--- src/rtl/axi_ad7124_pkg.sv ---
// Shared types and constants for the AD7124 up-bus arbiter.
// The optional WAIT timeout is enabled by the AD7124_UP_ARB_TIMEOUT_EN macro.
package axi_ad7124_pkg;

  localparam int UP_ADDR_W = 14;
  localparam int UP_DATA_W = 32;

  // Read data returned to the owner when a transaction is force-completed.
  localparam logic [UP_DATA_W-1:0] UP_TIMEOUT_RDATA = 32'hDEAD_DEAD;

  typedef enum logic [1:0] {
    ST_IDLE  = 2'd0,
    ST_ISSUE = 2'd1,
    ST_WAIT  = 2'd2,
    ST_RESP  = 2'd3
  } arb_state_e;

  typedef enum logic {
    PORT_HOST = 1'b0,
    PORT_SCAN = 1'b1
  } port_e;

  typedef enum logic {
    DIR_WR = 1'b0,
    DIR_RD = 1'b1
  } dir_e;

  // The port that did not win last time gets priority on a tie.
  function automatic port_e other_port(input port_e p);
    return (p == PORT_HOST) ? PORT_SCAN : PORT_HOST;
  endfunction

endpackage

--- src/rtl/axi_ad7124_up_slot.sv ---
// Per-port request capture: one write slot and one read slot, each holding
// its address (and write data) until the arbiter returns the matching ack.
module axi_ad7124_up_slot
  import axi_ad7124_pkg::*;
(
  input  logic                 up_clk,
  input  logic                 up_rstn,
  input  logic                 wreq,
  input  logic                 rreq,
  input  logic [UP_ADDR_W-1:0] waddr,
  input  logic [UP_ADDR_W-1:0] raddr,
  input  logic [UP_DATA_W-1:0] wdata,
  input  logic                 wclr,
  input  logic                 rclr,
  output logic                 wpend,
  output logic                 rpend,
  output logic [UP_ADDR_W-1:0] waddr_q,
  output logic [UP_ADDR_W-1:0] raddr_q,
  output logic [UP_DATA_W-1:0] wdata_q
);

  // Write slot: clear first, then accept a new request into a free slot;
  // a request into an occupied slot is dropped.
  always_ff @(posedge up_clk or negedge up_rstn) begin
    // NOTE: non-blocking assignments in clocked blocks so every register
    // samples pre-edge values regardless of statement order.
    if (!up_rstn) begin
      wpend   <= 1'b0;
      // NOTE: address/data holding registers are reset too; they are few and
      // this keeps every downstream-visible value defined out of reset.
      waddr_q <= '0;
      wdata_q <= '0;
    end else begin
      if (wclr) begin
        wpend <= 1'b0;
      end
      if (wreq && (!wpend || wclr)) begin
        wpend   <= 1'b1;
        waddr_q <= waddr;
        wdata_q <= wdata;
      end
    end
  end

  // Read slot: same clear-then-set behaviour as the write slot.
  always_ff @(posedge up_clk or negedge up_rstn) begin
    if (!up_rstn) begin
      rpend   <= 1'b0;
      raddr_q <= '0;
    end else begin
      if (rclr) begin
        rpend <= 1'b0;
      end
      if (rreq && (!rpend || rclr)) begin
        rpend   <= 1'b1;
        raddr_q <= raddr;
      end
    end
  end

endmodule

--- src/rtl/axi_ad7124_up_arb.sv ---
// Two-port arbiter (host / scan sequencer) sharing the AD7124 up register bus.
// Serialises one transaction at a time: IDLE -> ISSUE -> WAIT -> RESP.
// Optional feature: define AD7124_UP_ARB_TIMEOUT_EN to force-complete a WAIT
// after TIMEOUT_CYCLES cycles and count such events in timeout_cnt.
module axi_ad7124_up_arb
  import axi_ad7124_pkg::*;
#(
  parameter int unsigned TIMEOUT_CYCLES = 1023
) (
  input  logic                 up_clk,
  input  logic                 up_rstn,
  // host port
  input  logic                 h_up_wreq,
  input  logic                 h_up_rreq,
  input  logic [UP_ADDR_W-1:0] h_up_waddr,
  input  logic [UP_ADDR_W-1:0] h_up_raddr,
  input  logic [UP_DATA_W-1:0] h_up_wdata,
  output logic                 h_up_wack,
  output logic                 h_up_rack,
  output logic [UP_DATA_W-1:0] h_up_rdata,
  // scan-sequencer port
  input  logic                 s_up_wreq,
  input  logic                 s_up_rreq,
  input  logic [UP_ADDR_W-1:0] s_up_waddr,
  input  logic [UP_ADDR_W-1:0] s_up_raddr,
  input  logic [UP_DATA_W-1:0] s_up_wdata,
  output logic                 s_up_wack,
  output logic                 s_up_rack,
  output logic [UP_DATA_W-1:0] s_up_rdata,
  // downstream up bus
  output logic                 up_wreq,
  output logic                 up_rreq,
  output logic [UP_ADDR_W-1:0] up_waddr,
  output logic [UP_ADDR_W-1:0] up_raddr,
  output logic [UP_DATA_W-1:0] up_wdata,
  input  logic                 up_wack,
  input  logic                 up_rack,
  input  logic [UP_DATA_W-1:0] up_rdata,
  output logic [15:0]          timeout_cnt
);

  if (TIMEOUT_CYCLES < 1 || TIMEOUT_CYCLES > 65535) begin : g_bad_timeout
    $error("axi_ad7124_up_arb: TIMEOUT_CYCLES must be in 1..65535");
  end

  arb_state_e state, state_next;
  port_e      gnt_port, last_served, sel_port;
  dir_e       gnt_dir, sel_dir;

  logic                 h_wpend, h_rpend, s_wpend, s_rpend;
  logic [UP_ADDR_W-1:0] h_waddr_q, h_raddr_q, s_waddr_q, s_raddr_q;
  logic [UP_DATA_W-1:0] h_wdata_q, s_wdata_q;
  logic                 h_wclr, h_rclr, s_wclr, s_rclr;

  logic [UP_ADDR_W-1:0] sel_waddr, sel_raddr;
  logic [UP_DATA_W-1:0] sel_wdata, resp_rdata;
  logic                 h_any, s_any, any_pend;
  logic                 match_ack, timeout_hit, grant_fire, done_fire;

  axi_ad7124_up_slot u_host_slot (
    .up_clk  (up_clk),
    .up_rstn (up_rstn),
    .wreq    (h_up_wreq),
    .rreq    (h_up_rreq),
    .waddr   (h_up_waddr),
    .raddr   (h_up_raddr),
    .wdata   (h_up_wdata),
    .wclr    (h_wclr),
    .rclr    (h_rclr),
    .wpend   (h_wpend),
    .rpend   (h_rpend),
    .waddr_q (h_waddr_q),
    .raddr_q (h_raddr_q),
    .wdata_q (h_wdata_q)
  );

  axi_ad7124_up_slot u_scan_slot (
    .up_clk  (up_clk),
    .up_rstn (up_rstn),
    .wreq    (s_up_wreq),
    .rreq    (s_up_rreq),
    .waddr   (s_up_waddr),
    .raddr   (s_up_raddr),
    .wdata   (s_up_wdata),
    .wclr    (s_wclr),
    .rclr    (s_rclr),
    .wpend   (s_wpend),
    .rpend   (s_rpend),
    .waddr_q (s_waddr_q),
    .raddr_q (s_raddr_q),
    .wdata_q (s_wdata_q)
  );

  assign h_any    = h_wpend | h_rpend;
  assign s_any    = s_wpend | s_rpend;
  assign any_pend = h_any | s_any;

  // Only the ack matching the granted direction ends a WAIT.
  assign match_ack  = (gnt_dir == DIR_WR) ? up_wack : up_rack;
  assign grant_fire = (state == ST_IDLE) && any_pend;
  assign done_fire  = (state == ST_WAIT) && (match_ack || timeout_hit);
  assign resp_rdata = match_ack ? up_rdata : UP_TIMEOUT_RDATA;

  // The owner's slot is released during the RESP cycle.
  assign h_wclr = (state == ST_RESP) && (gnt_port == PORT_HOST) && (gnt_dir == DIR_WR);
  assign h_rclr = (state == ST_RESP) && (gnt_port == PORT_HOST) && (gnt_dir == DIR_RD);
  assign s_wclr = (state == ST_RESP) && (gnt_port == PORT_SCAN) && (gnt_dir == DIR_WR);
  assign s_rclr = (state == ST_RESP) && (gnt_port == PORT_SCAN) && (gnt_dir == DIR_RD);

  // Grant choice: round-robin between ports, write before read within a port.
  always_comb begin
    // NOTE: every combinational output gets a default first so no path
    // through the block leaves a value unassigned (no latch inference).
    sel_port  = PORT_HOST;
    sel_dir   = DIR_WR;
    sel_waddr = '0;
    sel_raddr = '0;
    sel_wdata = '0;
    if (h_any && s_any) begin
      sel_port = other_port(last_served);
    end else if (s_any) begin
      sel_port = PORT_SCAN;
    end
    if (sel_port == PORT_HOST) begin
      sel_dir   = h_wpend ? DIR_WR : DIR_RD;
      sel_waddr = h_waddr_q;
      sel_raddr = h_raddr_q;
      sel_wdata = h_wdata_q;
    end else begin
      sel_dir   = s_wpend ? DIR_WR : DIR_RD;
      sel_waddr = s_waddr_q;
      sel_raddr = s_raddr_q;
      sel_wdata = s_wdata_q;
    end
  end

  // Next-state logic for the transaction sequencer.
  always_comb begin
    state_next = state;
    case (state)
      ST_IDLE:  if (any_pend) state_next = ST_ISSUE;
      ST_ISSUE: state_next = ST_WAIT;
      ST_WAIT:  if (match_ack || timeout_hit) state_next = ST_RESP;
      ST_RESP:  state_next = ST_IDLE;
      default:  state_next = ST_IDLE;
    endcase
  end

  // State register.
  always_ff @(posedge up_clk or negedge up_rstn) begin
    if (!up_rstn) begin
      state <= ST_IDLE;
    end else begin
      state <= state_next;
    end
  end

  // Remember the owner of the transaction in flight and the round-robin pointer.
  always_ff @(posedge up_clk or negedge up_rstn) begin
    if (!up_rstn) begin
      gnt_port    <= PORT_HOST;
      gnt_dir     <= DIR_WR;
      last_served <= PORT_SCAN;
    end else if (grant_fire) begin
      gnt_port    <= sel_port;
      gnt_dir     <= sel_dir;
      last_served <= sel_port;
    end
  end

  // Registered outputs: downstream request on entry to ISSUE, owner ack on
  // entry to RESP. Addresses and read data hold until their next update.
  always_ff @(posedge up_clk or negedge up_rstn) begin
    if (!up_rstn) begin
      up_wreq    <= 1'b0;
      up_rreq    <= 1'b0;
      up_waddr   <= '0;
      up_raddr   <= '0;
      up_wdata   <= '0;
      h_up_wack  <= 1'b0;
      h_up_rack  <= 1'b0;
      h_up_rdata <= '0;
      s_up_wack  <= 1'b0;
      s_up_rack  <= 1'b0;
      s_up_rdata <= '0;
    end else begin
      up_wreq <= grant_fire && (sel_dir == DIR_WR);
      up_rreq <= grant_fire && (sel_dir == DIR_RD);
      if (grant_fire && (sel_dir == DIR_WR)) begin
        up_waddr <= sel_waddr;
        up_wdata <= sel_wdata;
      end
      if (grant_fire && (sel_dir == DIR_RD)) begin
        up_raddr <= sel_raddr;
      end
      h_up_wack <= done_fire && (gnt_port == PORT_HOST) && (gnt_dir == DIR_WR);
      h_up_rack <= done_fire && (gnt_port == PORT_HOST) && (gnt_dir == DIR_RD);
      s_up_wack <= done_fire && (gnt_port == PORT_SCAN) && (gnt_dir == DIR_WR);
      s_up_rack <= done_fire && (gnt_port == PORT_SCAN) && (gnt_dir == DIR_RD);
      if (done_fire && (gnt_port == PORT_HOST) && (gnt_dir == DIR_RD)) begin
        h_up_rdata <= resp_rdata;
      end
      if (done_fire && (gnt_port == PORT_SCAN) && (gnt_dir == DIR_RD)) begin
        s_up_rdata <= resp_rdata;
      end
    end
  end

`ifdef AD7124_UP_ARB_TIMEOUT_EN
  localparam logic [15:0] WAIT_LAST = 16'(TIMEOUT_CYCLES - 1);

  logic [15:0] wait_cnt;
  logic [15:0] timeout_cnt_q;

  // WAIT-cycle counter, restarted during ISSUE.
  always_ff @(posedge up_clk or negedge up_rstn) begin
    if (!up_rstn) begin
      wait_cnt <= '0;
    end else if (state == ST_ISSUE) begin
      wait_cnt <= '0;
    end else if (state == ST_WAIT) begin
      wait_cnt <= wait_cnt + 16'd1;
    end
  end

  assign timeout_hit = (state == ST_WAIT) && !match_ack && (wait_cnt == WAIT_LAST);

  // Saturating count of forced completions.
  always_ff @(posedge up_clk or negedge up_rstn) begin
    if (!up_rstn) begin
      timeout_cnt_q <= '0;
    end else if (timeout_hit && (timeout_cnt_q != 16'hFFFF)) begin
      timeout_cnt_q <= timeout_cnt_q + 16'd1;
    end
  end

  assign timeout_cnt = timeout_cnt_q;
`else
  assign timeout_hit = 1'b0;
  assign timeout_cnt = '0;
`endif

endmodule
--- config.mk ---
export PLATFORM = sky130hd
export DESIGN_NAME = axi_ad7124_up_arb
export DESIGN_NICKNAME = d
export VERILOG_FILES = /design/src/rtl/axi_ad7124_pkg.sv /design/src/rtl/axi_ad7124_up_slot.sv /design/src/rtl/axi_ad7124_up_arb.sv
export SDC_FILE = /design/constraint.sdc
export NUM_CORES = 1
export LEC_CHECK = 0
export CAP_MARGIN = 20
export CORE_ASPECT_RATIO = 2
export CORE_MARGIN = 2
export CORE_UTILIZATION = 48
export DETAILED_ROUTE_END_ITERATION = 8
export PLACE_DENSITY = 0.92
export SETUP_SLACK_MARGIN = 0.2
export SLEW_MARGIN = 0
export SYNTH_ARGS = -nofsm -noshare
export SYNTH_HDL_FRONTEND = slang
export SYNTH_SLANG_ARGS = --single-unit
--- constraint.sdc ---
create_clock -name up_clk -period 2 [get_ports up_clk]
set_clock_uncertainty 0.1 [all_clocks]
set_input_delay 0.6 -clock up_clk [delete_from_list [all_inputs] [get_ports up_clk]]
set_output_delay 0.6 -clock up_clk [all_outputs]
set_load 0.01 [all_outputs]
==> results_dict.tcl, run 1 <==
set metrics [dict create \
    status "finished clean" \
    p_leak_nw 7.22 \
    area_delta_synth_final_pct 40.5 \
    start_util_pct 48.6 \
    vias 7803 \
    fin_util_pct 68.3 \
    layout.nets 1338 \
    ir_drop_v 0.00106 \
    powerDensity_nw_per_um2 1570 \
    path_buf_inv 3 \
    clock-sinks 259 \
    cts.htree.levels 1 \
    synth_top_cell_by_area "dfrtp_1" \
    wl_mm 31.2 \
    clk-insertion-delay-late_ns 0.51 \
    crit_path_end_kind "register" \
    rsz0062_at_grt "yes" \
    routedWlPerCell_um 21.2 \
    fmax_mhz 532 \
    worst_hold_path.num_cells 2 \
    hold_viol 0 \
    numCtsBuffers 23 \
    path_depth 8 \
    synthTopCellsByArea "dfrtp_1, mux2_2, mux2_4" \
    p_sw_share_pct 33.9 \
    synthFlopType "dfrtp_1" \
    grt_max_degree 64 \
    grt_pass1_wl_mm 45.2 \
    path_clk_slew_ns 0.07 \
    cts_tree "built" \
    reg2reg_to "u_scan_slot.waddr_q[13]" \
    avgSynthCellArea_um2 13.0 \
    yosys.area.top_type_share_pct 60.5 \
    dp_cells 1378 \
    worstSetupPathType "reg -> reg" \
    cts-root-buf "clkbuf_16" \
    required_ns 2.29 \
    finalWorstSetupSlack_ns 0.121 \
    core_area_um2 22000 \
    first_pass_iters 4 \
    worst_ep_arrival_time_ns 2.17 \
    power_frac_seq_pct 38.7 \
    crit_top_cell "buf_12" \
    fin_crit_ns 1.88 \
    cp_top_family "flip-flops" \
    track_usage_pct 24.9 \
    p_comb_share_pct 42.5 \
    grt_overflow 0 \
    die_area_um2 23500 \
    synthArstFlopShare_pct 100 \
    r2r_start "state[0]" \
    place.port_buffers 289 \
    slowest_delay_ns 0.40 \
    cts_buffer_depth 3 \
    regToRegSetupSlack_ns 0.12 \
    finalSetupViolations 0 \
    vias_per_cell 5.29 \
    final_cells 1474 \
    design.portCount 306 \
    place_congestion 0.863 \
    grt_pass1_vias 8521 \
    crit_chain "ha_2 > nand2_2 > o21ai_4 > and2_4 > buf_12 > buf_12 > buf_12 > mux2_4" \
    hold_path_end "up_waddr[9]" \
    drive_gt1_share_pct 34.8 \
    die_width_um 109 \
    dp_hpwl_mm 20.7 \
    hp-start "up_waddr[9]" \
    syn_area_um2 10700 \
    hold_path.class "reg -> reg" \
    cp_max_fo 5 \
    die_h_um 215 \
    maxCapViolCount 0 \
    intPower_mw 15.5 \
    rows 77 \
    grt_antenna_before_repair 7 \
    netSwitchingPower_mw 7.97 \
    drt.antenna.violating_nets 0 \
    cp-start-kind "register" \
    pwr-share-clk_pct 18.8 \
    syn_inst 821 \
    initialDrtViolationCount 343 \
    power_mw 23.5 \
    slew_viol_final 0 \
    drc 0 \
    r2r.worst_path.cells 8 \
    fin_crit_sh_pct 94.0 \
    yosysSeqAreaShare_pct 60.7 \
    synth_edf_count 0 \
    slowest_stage "dfrtp_1" \
    synth_cell_types 36 \
    ys_ff_latch 259 \
    dp_slack_ns -0.137 \
    yosysWarnings 0 \
]
==> Yosys cell counts (2+ instances only) <==
master	n
nor2b_1	2
nand2b_1	6
mux2_2	81
clkbuf_1	16
buf_6	16
o21a_1	2
ha_1	3
nor2_1	25
mux2_4	54
nand2_1	124
inv_1	5
dfrtp_1	258
o21ai_2	3
a22o_1	2
o21ai_0	109
o21ai_1	4
mux2_1	14
and2_1	3
a21oi_1	2
buf_4	16
mux2i_1	46
buf_2	16
==> cell families (layout without fill, tap and decap cells) <==
| logic type | count (synthesis) | in the layout | synth area share [%] |
|---|---|---|---|
| AND/OR/NAND/NOR | 165 | 165 | 6.21 |
| adder cells (fa/ha/maj) | 3 | 3 | 0.352 |
| buffers and inverters | 70 | 425 | 4.34 |
| multiplexers | 195 | 195 | 21.9 |
| other | 1 | 23 | 0.0351 |
| flip-flops | 259 | 259 | 60.7 |
| AO/OA/AOI/OAI | 128 | 128 | 6.41 |
==> per-layer routing <==
metal	wire, um	global-route usage, %	share of wire, %	up-vias
met5	0	0	0	-
met4	2050	14.1	6.6	0
met3	1670	3.67	5.3	112
met2	16800	44.8	54	327
met1	10800	27.1	34	3873
li1	-	-	-	3491
==> power by group through the flow <==
stage / combinational [mW] / sequential [mW] / clock, mW
after floorplan: 4.78 / 9.32 / 0
after global placement: 8.94 / 8.97 / 0
after detailed placement: 9.35 / 9.13 / 0
after CTS: 8.99 / 9.05 / 4.48
after global routing: 10.7 / 9.35 / 4.71
final: 9.98 / 9.11 / 4.42
==> per-stage QoR <==
stage	TNS, ns	area (um^2)	hold slack (ns)
floorplan	0	10700	0.204
global placement	-3.85	14100	0.361
detailed placement	-8.33	14100	0.370
CTS	0	14500	0.380
global route	0	15000	0.403
finish	0	15000	0.372
==> repair_timing <==
item | CTS | global route
endpoints found under the hold margin | 33 | 0
buffers inserted | 26 | 10
gates cloned | 2 | 9
pin swaps | 4 | 9
resized for setup | 538 | 46
hold buffers | 1 | 0
endpoints found under the setup margin | 240 | 188
==> placed cells by master (no fill, tap or decap), types with 16 or more instances in the layout <==
master,count
mux2_2,60
clkbuf_16,29
o21ai_0,108
mux2i_1,46
nand2_1,123
clkdlybuf4s50_1,158
buf_2,129
mux2_4,75
conb_1,16
dfrtp_1,256
nor2_1,25
buf_12,22
buf_4,46
==> worst register-to-register path, delay by kind of cell, from the launching register on <==
| family | cells | cell delay (ns) |
|---|---|---|
| compound gates | 1 | 0.16 |
| flops | 1 | 0.40 |
| buf+inv | 3 | 0.34 |
| fa+ha+maj | 1 | 0.21 |
| mux | 1 | 0.30 |
| simple gates | 2 | 0.26 |
==> registers in the layout, summed over array words and instances (netlist names), 2 cells and up <==
signal and count:
u_scan_slot.waddr_q 14, up_raddr 14, u_host_slot.wdata_q 32, up_waddr 14
u_host_slot.raddr_q 14, u_host_slot.waddr_q 14, s_up_rdata 32, u_scan_slot.raddr_q 14
u_scan_slot.wdata_q 32, h_up_rdata 32, state 2, up_wdata 32
==> area by class of cell <==
class	instances	area, um^2
flip-flops and latches	259	6480
well taps	276	345
inverters	6	25.0
diodes	7	17.5
repair buffers	378	3410
clock inverters	11	111
multi-input cells	507	3980
clock buffers	30	632
fillers	1505	6960
==> worst max path at each step <==
stage / from / end / slack (ns)
after floorplan: last_served / up_raddr[3] / 0.28
after global placement: s_up_wreq / u_scan_slot.waddr_q[2] / -0.09
after detailed placement: up_wack / state[1] / -0.14
after CTS: state[0] / up_raddr[3] / 0.13
after global routing: state[0] / u_scan_slot.waddr_q[13] / 0.06
final: state[0] / u_scan_slot.waddr_q[13] / 0.12
(Power assumes the default switching activity.)
==> run 2: changes to the inputs <==
--- a/config.mk
+++ b/config.mk
@@ -8,9 +8,10 @@
 export CAP_MARGIN = 20
 export CORE_ASPECT_RATIO = 2
 export CORE_MARGIN = 2
-export CORE_UTILIZATION = 48
+export CORE_UTILIZATION = 30
 export DETAILED_ROUTE_END_ITERATION = 8
-export PLACE_DENSITY = 0.92
+export MAX_ROUTING_LAYER = met4
+export PLACE_DENSITY = 0.66
 export SETUP_SLACK_MARGIN = 0.2
 export SLEW_MARGIN = 0
 export SYNTH_ARGS = -nofsm -noshare
==> run 2 against run 1 <==
  * Power rose by 14%
  * Routed wire length rose by 11%
  * Largest power group unchanged
  * Design area rose by 9.7%
  * Final cell count rose by 15%
  * Worst hold slack improved by 0.011 ns
  * Clock power rose by 9.5%
  * Critical endpoint is now up_raddr[0]
  * Critical path depth fell by 2
  * Fmax fell by 0.36%
  * Critical path type unchanged
==> results_dict.tcl, run 2 (same netlist as run 1, synthesis figures left out) <==
set metrics [dict create \
    status "finished clean" \
    grt_antenna_before_repair 7 \
    track_usage_pct 17.1 \
    rows 97 \
    tns_ns 0 \
    drive_gt1_share_pct 43.6 \
    grt_pass1_wl_mm 47.2 \
    vias_per_cell 4.62 \
    cts.htree.levels 1 \
    crit_path_end_kind "register" \
    grt_max_degree 66 \
    wl_mm 34.8 \
    layout.nets 1386 \
    finalSetupViolations 0 \
    power_mw 26.7 \
    cp-start-kind "register" \
    final_cells 1694 \
    first_pass_iters 4 \
    die_width_um 137 \
    slew_viol_final 0 \
    worst_hold_path.num_cells 2 \
    worstSetupPathType "reg -> reg" \
    fmax_mhz 530 \
    required_ns 2.32 \
    cts_buffer_depth 3 \
    ir_drop_v 0.000894 \
    die_area_um2 37200 \
    maxCapViolCount 0 \
    layout_common_cells "dfrtp_1, clkdlybuf4s50_1, nand2_1" \
    rsz0062_at_grt "yes" \
    path_clk_slew_ns 0.07 \
    dp_hpwl_mm 20.8 \
    powerDensity_nw_per_um2 1620 \
    cts-root-buf "clkbuf_16" \
    dp_cells 1545 \
    vias 7834 \
    design.portCount 306 \
    grt_overflow 0 \
    start_util_pct 30.4 \
    fin_crit_ns 1.89 \
    worst_ep_arrival_time_ns 2.21 \
    final_common_cell "dfrtp_1" \
    fin_crit_sh_pct 94.3 \
    die_h_um 271 \
    r2r.worst_path.cells 6 \
    grt_pass1_vias 8271 \
    clock-sinks 259 \
    drc 0 \
    fin_util_pct 46.9 \
    initialDrtViolationCount 238 \
    routedWlPerCell_um 20.5 \
    area_delta_synth_final_pct 54.2 \
    numCtsBuffers 25 \
    drt.antenna.violating_nets 0 \
    core_area_um2 35100 \
    num-fill-cells 3184 \
    clk-insertion-delay-late_ns 0.54 \
    place.port_buffers 289 \
    cts_tree "built" \
    hold_viol 0 \
    place_congestion 0.823 \
    hold_path.class "reg -> reg" \
    p_leak_nw 7.74 \
    cp_max_fo 8 \
]
-- run 2: cell types whose count changed in the layout (fill, tap and decap cells not counted), moves of 14 or more --
cell / previous run / this run
nand2_1: 123 / 90
buf_4: 46 / 82
nand2_2: 1 / 20
buf_2: 129 / 80
o21ai_2: 2 / 32
nand2_4: 1 / 15
o21ai_0: 108 / 69
buf_6: 12 / 56
-- run 2: worst max-delay path: stages (launching register included) --
cell and delay (ns):
dfstp_2 0.57, buf_6 0.13, nor2b_1 0.04, nor3b_1 0.17, o21a_2 0.28, buf_12 0.18, mux2_4 0.30
-- run 2: report_power, final --
part / leakage [nW] / internal (mW) / switching (mW)
Sequential: 3.20 / 7.69 / 1.45
Clock: 0.399 / 2.72 / 2.11
Combinational: 4.14 / 7.12 / 5.58
-- run 2: layer usage --
metal  global-route usage (%)  routed length, um  part of all wire, %  up-vias
met3                     2.06               1210                  3.5       74
li1                         -                  -                    -     3585
met2                     30.7              19000                   55      240
met4                     8.87               1740                  5.0        0
met1                     17.8              12800                   37     3935
met5                        -                  0                    0        -
-- run 2: worst paths after layout --
check | end | slack (ns) | start
hold reg to reg | up_wdata[11] | 0.38 | up_wdata[11]
max in group asynchronous | up_raddr[10] | 0.70 | up_rstn
setup reg to reg | up_raddr[0] | 0.11 | last_served
min in group asynchronous | up_rreq | 0.48 | up_rstn
setup / recovery | up_raddr[0] | 0.11 | last_served
hold / removal | up_wdata[11] | 0.38 | up_wdata[11]
-- run 2: stage by stage --
step | area, um^2 | hold slack, ns | setup slack (ns)
after floorplan | 10700 | 0.204 | 0.280
after global placement | 14300 | 0.361 | -0.0957
after detailed placement | 14300 | 0.369 | -0.114
after CTS | 15000 | 0.380 | 0.0754
after global routing | 16500 | 0.404 | 0.0443
final | 16500 | 0.383 | 0.114
-- run 2: layout make-up --
class / count / area, um^2 / share of cell area (%)
Clock inverter: 13 / 133 / 0.806
Antenna cell: 7 / 17.5 / 0.106
Tap cell: 445 / 557 / 3.38
Clock buffer: 33 / 696 / 4.23
Multi-Input combinational cell: 507 / 4240 / 25.8
Inverter: 6 / 28.8 / 0.175
Timing Repair Buffer: 424 / 4290 / 26.1
Sequential cell: 259 / 6490 / 39.4
-- run 2: what timing repair did --
| action | CTS | global route |
|---|---|---|
| gates resized for setup | 578 | 204 |
| hold endpoints to repair | 35 | 0 |
| buffers inserted | 25 | 46 |
| cloned | 4 | 20 |
| pin swaps | 2 | 36 |
| hold buffers | 1 | 0 |
| endpoints found under the setup margin | 247 | 313 |
